[config.mk]
export PLATFORM = sky130hd
export DESIGN_NAME = ising_gibbs_engine
export DESIGN_NICKNAME = d
export VERILOG_FILES = /design/src/rtl/ising_gibbs_engine.sv
export SDC_FILE = /design/constraint.sdc
export NUM_CORES = 1
export LEC_CHECK = 0
export ABC_AREA = 1
export BUFFER_PORTS_ARGS = -buffer_cell sky130_fd_sc_hd__buf_2
export CORE_MARGIN = 5
export CORE_UTILIZATION = 45
export CTS_CLUSTER_DIAMETER = 60
export DETAILED_ROUTE_END_ITERATION = 10
export GPL_ROUTABILITY_DRIVEN = 0
export SETUP_SLACK_MARGIN = 0.3
export SLEW_MARGIN = 20
export SYNTH_ARGS = -nofsm -noshare
export SYNTH_HDL_FRONTEND = slang
export SYNTH_SLANG_ARGS = --single-unit
[constraint.sdc]
create_clock -name clk -period 10.2 [get_ports clk]
set_input_delay 2.04 -clock clk [delete_from_list [all_inputs] [get_ports clk]]
set_output_delay 2.04 -clock clk [all_outputs]
set_load 0.02 [all_outputs]
[src/rtl/ising_gibbs_engine.sv]
// Sequential Gibbs sampler for an N-spin Ising model: one coupling term per cycle, spin set from sign(field + LFSR noise).
// Define ISING_ANNEAL_EN to increment the latched noise_shift at every sweep boundary (saturating at 15).
module ising_gibbs_engine #(
   parameter int          N          = 4,
   parameter int          DATABITS   = 16,
   parameter int          SWEEP_BITS = 8,
   parameter logic [15:0] LFSR_SEED  = 16'hACE1
) (
   input  logic                        clk,
   input  logic                        rst_n,
   input  logic                        cfg_we,
   input  logic [$clog2(N)-1:0]        cfg_row,
   input  logic [$clog2(N)-1:0]        cfg_col,
   input  logic signed [DATABITS-1:0]  cfg_data,
   input  logic                        spin_init_we,
   input  logic [N-1:0]                spin_init,
   input  logic                        start,
   input  logic [SWEEP_BITS-1:0]       num_sweeps,
   input  logic [3:0]                  noise_shift,
   output logic                        busy,
   output logic                        done,
   output logic [N-1:0]                spins,
   output logic [DATABITS*N-1:0]       field_output
);

   localparam int IW = $clog2(N);
   localparam int AW = DATABITS + IW + 1;
   localparam int SW = ((AW > 16) ? AW : 16) + 1;
   localparam logic signed [AW-1:0] FMAX = {{(IW+2){1'b0}}, {(DATABITS-1){1'b1}}};
   localparam logic signed [AW-1:0] FMIN = {{(IW+2){1'b1}}, {(DATABITS-1){1'b0}}};

   typedef enum logic [1:0] {S_IDLE, S_ACCUM, S_UPDATE, S_DONE} state_t;

   state_t                      state_q, state_d;
   logic signed [DATABITS-1:0]  j_q [N][N];
   logic signed [DATABITS-1:0]  j_d [N][N];
   logic signed [DATABITS-1:0]  field_q [N];
   logic signed [DATABITS-1:0]  field_d [N];
   logic [N-1:0]                spins_q, spins_d;
   logic [15:0]                 lfsr_q, lfsr_d;
   logic [IW-1:0]               i_q, i_d, col_q, col_d;
   logic signed [AW-1:0]        acc_q, acc_d;
   logic [SWEEP_BITS-1:0]       sweep_q, sweep_d, nsw_q, nsw_d;
   logic [3:0]                  shift_q, shift_d;
   logic                        done_q, done_d;

   logic                        idle_ok;
   logic signed [DATABITS-1:0]  j_sel;
   logic signed [AW-1:0]        j_ext, term;
   logic signed [15:0]          noise16;
   logic signed [SW-1:0]        sum_w;
   logic signed [DATABITS-1:0]  field_sat;
   logic [SWEEP_BITS-1:0]       sweep_inc;
   logic                        lfsr_fb;

   // The done cycle sits in IDLE, so host requests are still refused until it has passed.
   assign idle_ok = (state_q == S_IDLE) && !done_q;

   always_comb begin
      j_sel     = j_q[i_q][col_q];
      j_ext     = {{(AW-DATABITS){j_sel[DATABITS-1]}}, j_sel};
      term      = (col_q == i_q) ? '0 : (spins_q[col_q] ? j_ext : -j_ext);
      noise16   = $signed(lfsr_q) >>> shift_q;
      sum_w     = {{(SW-AW){acc_q[AW-1]}}, acc_q} + {{(SW-16){noise16[15]}}, noise16};
      field_sat = (acc_q > FMAX) ? FMAX[DATABITS-1:0] :
                  (acc_q < FMIN) ? FMIN[DATABITS-1:0] : acc_q[DATABITS-1:0];
      sweep_inc = sweep_q + 1'b1;
      lfsr_fb   = lfsr_q[15] ^ lfsr_q[13] ^ lfsr_q[12] ^ lfsr_q[10];
   end

   // NOTE: every variable gets its hold value first, so no path through this block can infer a latch.
   always_comb begin
      state_d = state_q;
      j_d     = j_q;
      field_d = field_q;
      spins_d = spins_q;
      lfsr_d  = lfsr_q;
      i_d     = i_q;
      col_d   = col_q;
      acc_d   = acc_q;
      sweep_d = sweep_q;
      nsw_d   = nsw_q;
      shift_d = shift_q;
      done_d  = (state_q == S_DONE);

      unique case (state_q)
         S_IDLE: begin
            if (idle_ok) begin
               if (cfg_we && (int'(cfg_row) < N) && (int'(cfg_col) < N)) begin
                  j_d[cfg_row][cfg_col] = cfg_data;
               end
               if (spin_init_we) begin
                  spins_d = spin_init;
               end
               if (start) begin
                  nsw_d   = num_sweeps;
                  shift_d = noise_shift;
                  i_d     = '0;
                  col_d   = '0;
                  acc_d   = '0;
                  sweep_d = '0;
                  state_d = (num_sweeps == '0) ? S_DONE : S_ACCUM;
               end
            end
         end
         S_ACCUM: begin
            acc_d = acc_q + term;
            if (col_q == IW'(N-1)) begin
               col_d   = '0;
               state_d = S_UPDATE;
            end else begin
               col_d = col_q + 1'b1;
            end
         end
         S_UPDATE: begin
            spins_d[i_q] = (sum_w >= 0);
            field_d[i_q] = field_sat;
            lfsr_d       = {lfsr_q[14:0], lfsr_fb};
            acc_d        = '0;
            state_d      = S_ACCUM;
            if (i_q == IW'(N-1)) begin
               i_d     = '0;
               sweep_d = sweep_inc;
`ifdef ISING_ANNEAL_EN
               shift_d = (shift_q == 4'd15) ? shift_q : shift_q + 4'd1;
`else
               shift_d = shift_q;
`endif
               if (sweep_inc == nsw_q) begin
                  state_d = S_DONE;
               end
            end else begin
               i_d = i_q + 1'b1;
            end
         end
         S_DONE: begin
            state_d = S_IDLE;
         end
         default: begin
            state_d = S_IDLE;
         end
      endcase
   end

   // NOTE: sequential state uses non-blocking assignments so every flop samples pre-edge values.
   always_ff @(posedge clk or negedge rst_n) begin
      if (!rst_n) begin
         state_q <= S_IDLE;
         // NOTE: the coupling matrix is reset as registers because the run must start from J = 0 after reset.
         for (int r = 0; r < N; r++) begin
            for (int c = 0; c < N; c++) begin
               j_q[r][c] <= '0;
            end
            field_q[r] <= '0;
         end
         spins_q <= '0;
         lfsr_q  <= LFSR_SEED;
         i_q     <= '0;
         col_q   <= '0;
         acc_q   <= '0;
         sweep_q <= '0;
         nsw_q   <= '0;
         shift_q <= '0;
         done_q  <= 1'b0;
      end else begin
         state_q <= state_d;
         j_q     <= j_d;
         field_q <= field_d;
         spins_q <= spins_d;
         lfsr_q  <= lfsr_d;
         i_q     <= i_d;
         col_q   <= col_d;
         acc_q   <= acc_d;
         sweep_q <= sweep_d;
         nsw_q   <= nsw_d;
         shift_q <= shift_d;
         done_q  <= done_d;
      end
   end

   assign busy  = (state_q != S_IDLE) || done_q;
   assign done  = done_q;
   assign spins = spins_q;

   for (genvar g = 0; g < N; g++) begin : g_field
      assign field_output[DATABITS*g +: DATABITS] = field_q[g];
   end

endmodule

### After elaboration in Yosys (flattened, before gate mapping)

Cells that the tools add are included.

| operators by class | value |
|---|---|
| $add $sub $neg | 6 |
| multipliers | 0 |
| divide/modulo/power cells | 0 |
| order comparisons | 13 |
| eq/ne operators | 12 |
| shift-type cells | 1 |
| multiplexer cells | 46 |
| bitwise gates (word level) | 7 |
| reduce and logical (&&, ||, !) cells | 21 |

Operators with widths:

| cell | count |
|---|---|
| $bwmux W256 | 1 |
| $mux W64 | 3 |
| $bmux W64 S2 | 1 |
| $demux W64 S2 | 1 |
| $mux W16 | 6 |
| $mux W19 | 4 |
| $bwmux W64 | 1 |
| $demux W16 S2 | 2 |
| $pmux W19 S3 | 1 |
| $bmux W16 S2 | 1 |
| $mux W8 | 3 |
| $reduce_and A3 Y1 | 7 |
| $add A19 B16 Y20 | 1 |
| $ge A20 B1 Y1 const B | 1 |
| $mux W2 | 10 |
| $add A19 B19 Y19 | 1 |
| $gt A19 B16 Y1 const B | 1 |
| $lt A19 B16 Y1 const B | 1 |
| $neg A19 Y19 | 1 |
| $pmux W8 S2 | 1 |
| $sshr A16 B4 Y16 | 1 |
| $ge A3 B3 Y1 const B | 4 |
| $not A2 Y3 | 4 |
| $ne A2 B2 Y1 const B | 5 |
| 26 further kinds | 44 |

| storage, ports and cells | value |
|---|---|
| register bits after elaboration | 386 |
| latch bits | 0 |
| bits in writable memories | 0 |
| bits in read-only memories | 0 |
| memories kept | 0 |

### Longest topological paths before layout

| logic depth | value |
|---|---|
| depth after elaboration | 12 |
| mapped depth | 29 |

### Worst setup path before layout

OpenSTA, ideal clock, no wires.

| timing path | value |
|---|---|
| kind | reg-to-reg |
| start | reg i_q[0] |
| end | reg acc_q[16] |
| library setup time | 0.076 ns |
| arrival time | 3.539 ns |
| path slack | 6.585 ns |
| cell stages (with the launch flop) | 29 |
| cells stage by stage | dfrtp_1 -> buf_6 -> buf_12 -> buf_6 -> o21ai_1 -> o21ai_1 -> o211ai_1 -> nand2_1 -> inv_1 -> ha_1 -> inv_1 -> nor2_1 -> nand3_1 -> nand2_1 -> o21ai_0 -> o21ai_0 -> a21oi_1 -> ha_1 -> nand2_1 -> nor2_1 -> a211oi_1 -> o21ai_1 -> nand2_1 -> nand2_1 -> a21boi_1 -> o21ai_0 -> nand2_1 -> nand2_1 -> o21ai_1 |

| between the ends | value |
|---|---|
| longest elaborated chain between the ends | 12 |
| elaborated cells between the ends (all ways) | 13 |
| classes of those cells | 2 x add/sub; 1 x eq/ne; 9 x mux; 1 x bitwise |

RTL lines:

| element | line | source |
|---|---|---|
| start: declaration | 41 | `logic [IW-1:0] i_q, i_d, col_q, col_d;` |
| start signal: assignment | 171 | `i_q <= i_d;` |
| $not A2 Y3 (implied by the code) | 60 | `j_sel = j_q[i_q][col_q];` |
| $bmux W64 S2 | 60 |  |
| $mux W64 (implied by the code) (2 in a row) | 60 |  |
| $bmux W16 S2 | 60 |  |
| $mux W16 (implied by the code) (2 in a row) | 60 |  |
| $neg A19 Y19 | 62 | `term = (col_q == i_q) ? '0 : (spins_q[col_q] ? j_ext : -j_ext);` |
| $mux W19 | 62 |  |
| $mux W19 (*) | 62 |  |
| $add A19 B19 Y19 (*) | 107 | `acc_d = acc_q + term;` |
| $pmux W19 S3 (*) | 86 | `unique case (state_q)` |
| end signal: assignment | 160 | `acc_q <= '0;` |
| end signal: assignment | 173 | `acc_q <= acc_d;` |
| end: declaration | 42 | `logic signed [AW-1:0] acc_q, acc_d;` |

Every way passes the cells marked *; elsewhere a longest branch is shown, timed or not. The select of a mux whose other input is x is not followed.
A chain may end at the register's enable or synchronous reset.

### Final worst setup path

Ends and elaborated chain as after synthesis.

==> out/qor.yml <==
grt_max_degree: 138
p_clk_frac: 0.221
rr_worst_depth: 28
vias: 17400
vias_per_cell: 5.27
hold_violations: 0
comb_power_share: 0.459
max_stage_delay_ns: 0.79
worst_pin_slew_ns: 0.969
path_class: "reg -> reg"
finalCritPeriodShare: 0.551
die_h_um: 221
netlist_instances: 2632
clock_sinks: 386
drc: 0
antenna_left: 0
relSlewSlack: 0.354
syn-num-nets: 2718
drv_cap: 0
async_reset_ff_frac: 1.00
p_sw_frac: 0.438
netlist_area_um2: 20000
final_util: 0.511
overflow: 0
critPathCapture: "acc_q[16]"
setup_tns_ns: 0
grt_pass1_wl_mm: 92.5
track_usage: 0.238
drtIter0Drc: 1390
wire_per_inst_um: 17.5
hpwl_mm: 36.1
final_common_cell: "nand2_1"
cp-startpoint: "i_q[0]"
fin_crit_ns: 5.62
grt_pass1_vias: 16700
cts_buffers: 45
num_antenna_cells: 0
crit_path_max_fanout: 81
layout_common_cells: "nand2_1 (826), dfrtp_1 (376), o21ai_0 (358)"
core_area_um2: 44000
p_seq_frac: 0.320
initial_core_util: 0.454
portBuffers: 110
start_kind: "flop"
synth_edf_count: 0
ir_worst_vdd_v: 0.000213
cts_tree: "yes"
post_cts_buffers: 0
worst_ep_arrival_time_ns: 6.11
internal-power_uw: 4350
ioPinCount: 111
ys_ff_latch: 386
ys_warn_count: 0
required_ns: 10.69
dr.pass1.iters: 5
post_cts_resized: 0
antenna_found_initial: 0
p_leak_uw: 0.0110
fmax_mhz: 178
switching_power_uw: 3390
rsz0062_at_grt: "false"
placed_cells: 3214
synth_ff_type: "dfrtp_1"
skew_ns: 0.0228
cp_common_cell: "nand2_1"
path_buf_inv: 4
ys_types: 49
path_clk_slew_ns: 0.06
dieArea_um2: 48700
cp_slowest_cell: "buf_4"
status: "finished, final reports clean"
cts_max_path_buffers: 3
drv_slew: 0
p_per_area_nw_per_um2: 344
cp-end-kind: "flop"
rrSetupSlack_ns: 4.58
timing.rr.start: "i_q[0]"
nFillCells: 4272
ys_seq_area_frac: 0.484
holdCritPathClass: "reg -> reg"
num-nets-final: 2755
critical_path_depth: 28
clk_root_buffer_cell: "clkbuf_16"
rows: 77
syn_avg_cell_area_um2: 7.59
report.power.total_uw: 7740
die_w_um: 221
wl_mm: 57.5
final_cells: 3297
clk_latency_ns: 0.58
htreeDepth: 2
finalSetupViolCount: 0
reg2reg_to: "acc_q[16]"
layout-drive-gt1-share: 0.0998
area_growth_syn_to_layout_pct: 12.5
ctsHoldBuffers: 0
cp_top_family: "compound AO/OA/AOI/OAI gates"
## how the worst min path moves through the flow
stage                startpoint  slack (ns)  depth (start not counted)                to
6_report       field_output[52]        0.48                          2  field_output[52]
5_1_grt                j_q[232]        0.50                          2          j_q[232]
4_1_cts        field_output[52]        0.48                          2  field_output[52]
3_5_place_dp   field_output[24]        0.46                          2  field_output[24]
3_3_place_gp           j_q[237]        0.46                          2          j_q[237]
2_1_floorplan          j_q[238]        0.45                          2          j_q[238]
## synth_stat cells (6+ instances only)
cell type	count	area [µm²]
dfstp_2	8	210
buf_6	9	101
ha_1	44	551
nand4_1	6	37.5
o21ai_1	8	40.0
o211ai_1	19	143
nor2_1	105	394
clkbuf_1	105	394
nor4_1	11	68.8
nand3_1	198	991
a21oi_1	101	505
buf_4	6	45.0
xnor2_1	14	123
dfrtp_1	378	9460
nor3_1	14	70.1
buf_2	26	130
o22ai_1	17	106
o21ai_0	358	1790
inv_2	10	37.5
xor2_1	13	114
nand2_1	827	3100
inv_1	298	1120
## cell type report
type                    count  area (µm²)  share of cell area
clock buffers              64        1340              0.0596
clock inverters            19         243              0.0108
flip-flops and latches    386        9670               0.430
multi-input cells        1785        8510               0.378
repair buffers            142         817              0.0363
inverters                 309        1160              0.0516
well taps                 592         741              0.0329
## per-stage QoR
step                      hold WS, ns  worst slack (ns)  instance area, µm²
after floorplan                 0.445              6.59               20000
after global placement          0.458              4.69               20900
after detailed placement        0.461              4.70               20900
after CTS                       0.479              4.68               22500
after global routing            0.502              3.83               22500
final                           0.478              4.58               22500
## per-layer routing
| metal | share of wire | up-vias | track usage |
|---|---|---|---|
| met5 | 0 | - | 0 |
| met3 | 0.062 | 75 | 0.0358 |
| li1 | - | 8467 | - |
| met4 | 0.017 | 0 | 0.0558 |
| met1 | 0.47 | 8303 | 0.356 |
| met2 | 0.45 | 518 | 0.368 |
## registers in the layout, summed over array words and instances (netlist names)
signal,cells
done,1
j_q,256
shift_q,4
nsw_q,8
spins,4
i_q,2
state_q,2
col_q,2
sweep_q,8
field_output,64
acc_q,19
lfsr_q,16
## kinds of logic after synthesis
kind of cell,Yosys count,share of synthesized area
simple gates,1185,0.242
compound gates,524,0.139
buf+inv,461,0.0936
flops,386,0.484
fa+ha+maj,45,0.0286
xor+xnor,27,0.0118
mux,4,0.00200
## power by group through the flow
| stage | Combinational [µW] | Clock [µW] | Sequential [µW] |
|---|---|---|---|
| final | 3550 | 1710 | 2480 |
| after global routing | 4000 | 1800 | 2550 |
| after CTS | 3540 | 1740 | 2480 |
| after detailed placement | 3520 | 0 | 2490 |
| after global placement | 3440 | 0 | 2480 |
| after floorplan | 2490 | 0 | 2530 |
## worst min-delay path, stage by stage (launching register included)
cell and delay [ns]:
dfrtp_1 0.34, nand2_1 0.05, nand2_1 0.05
Note: power is estimated with default switching activity, not from simulation.
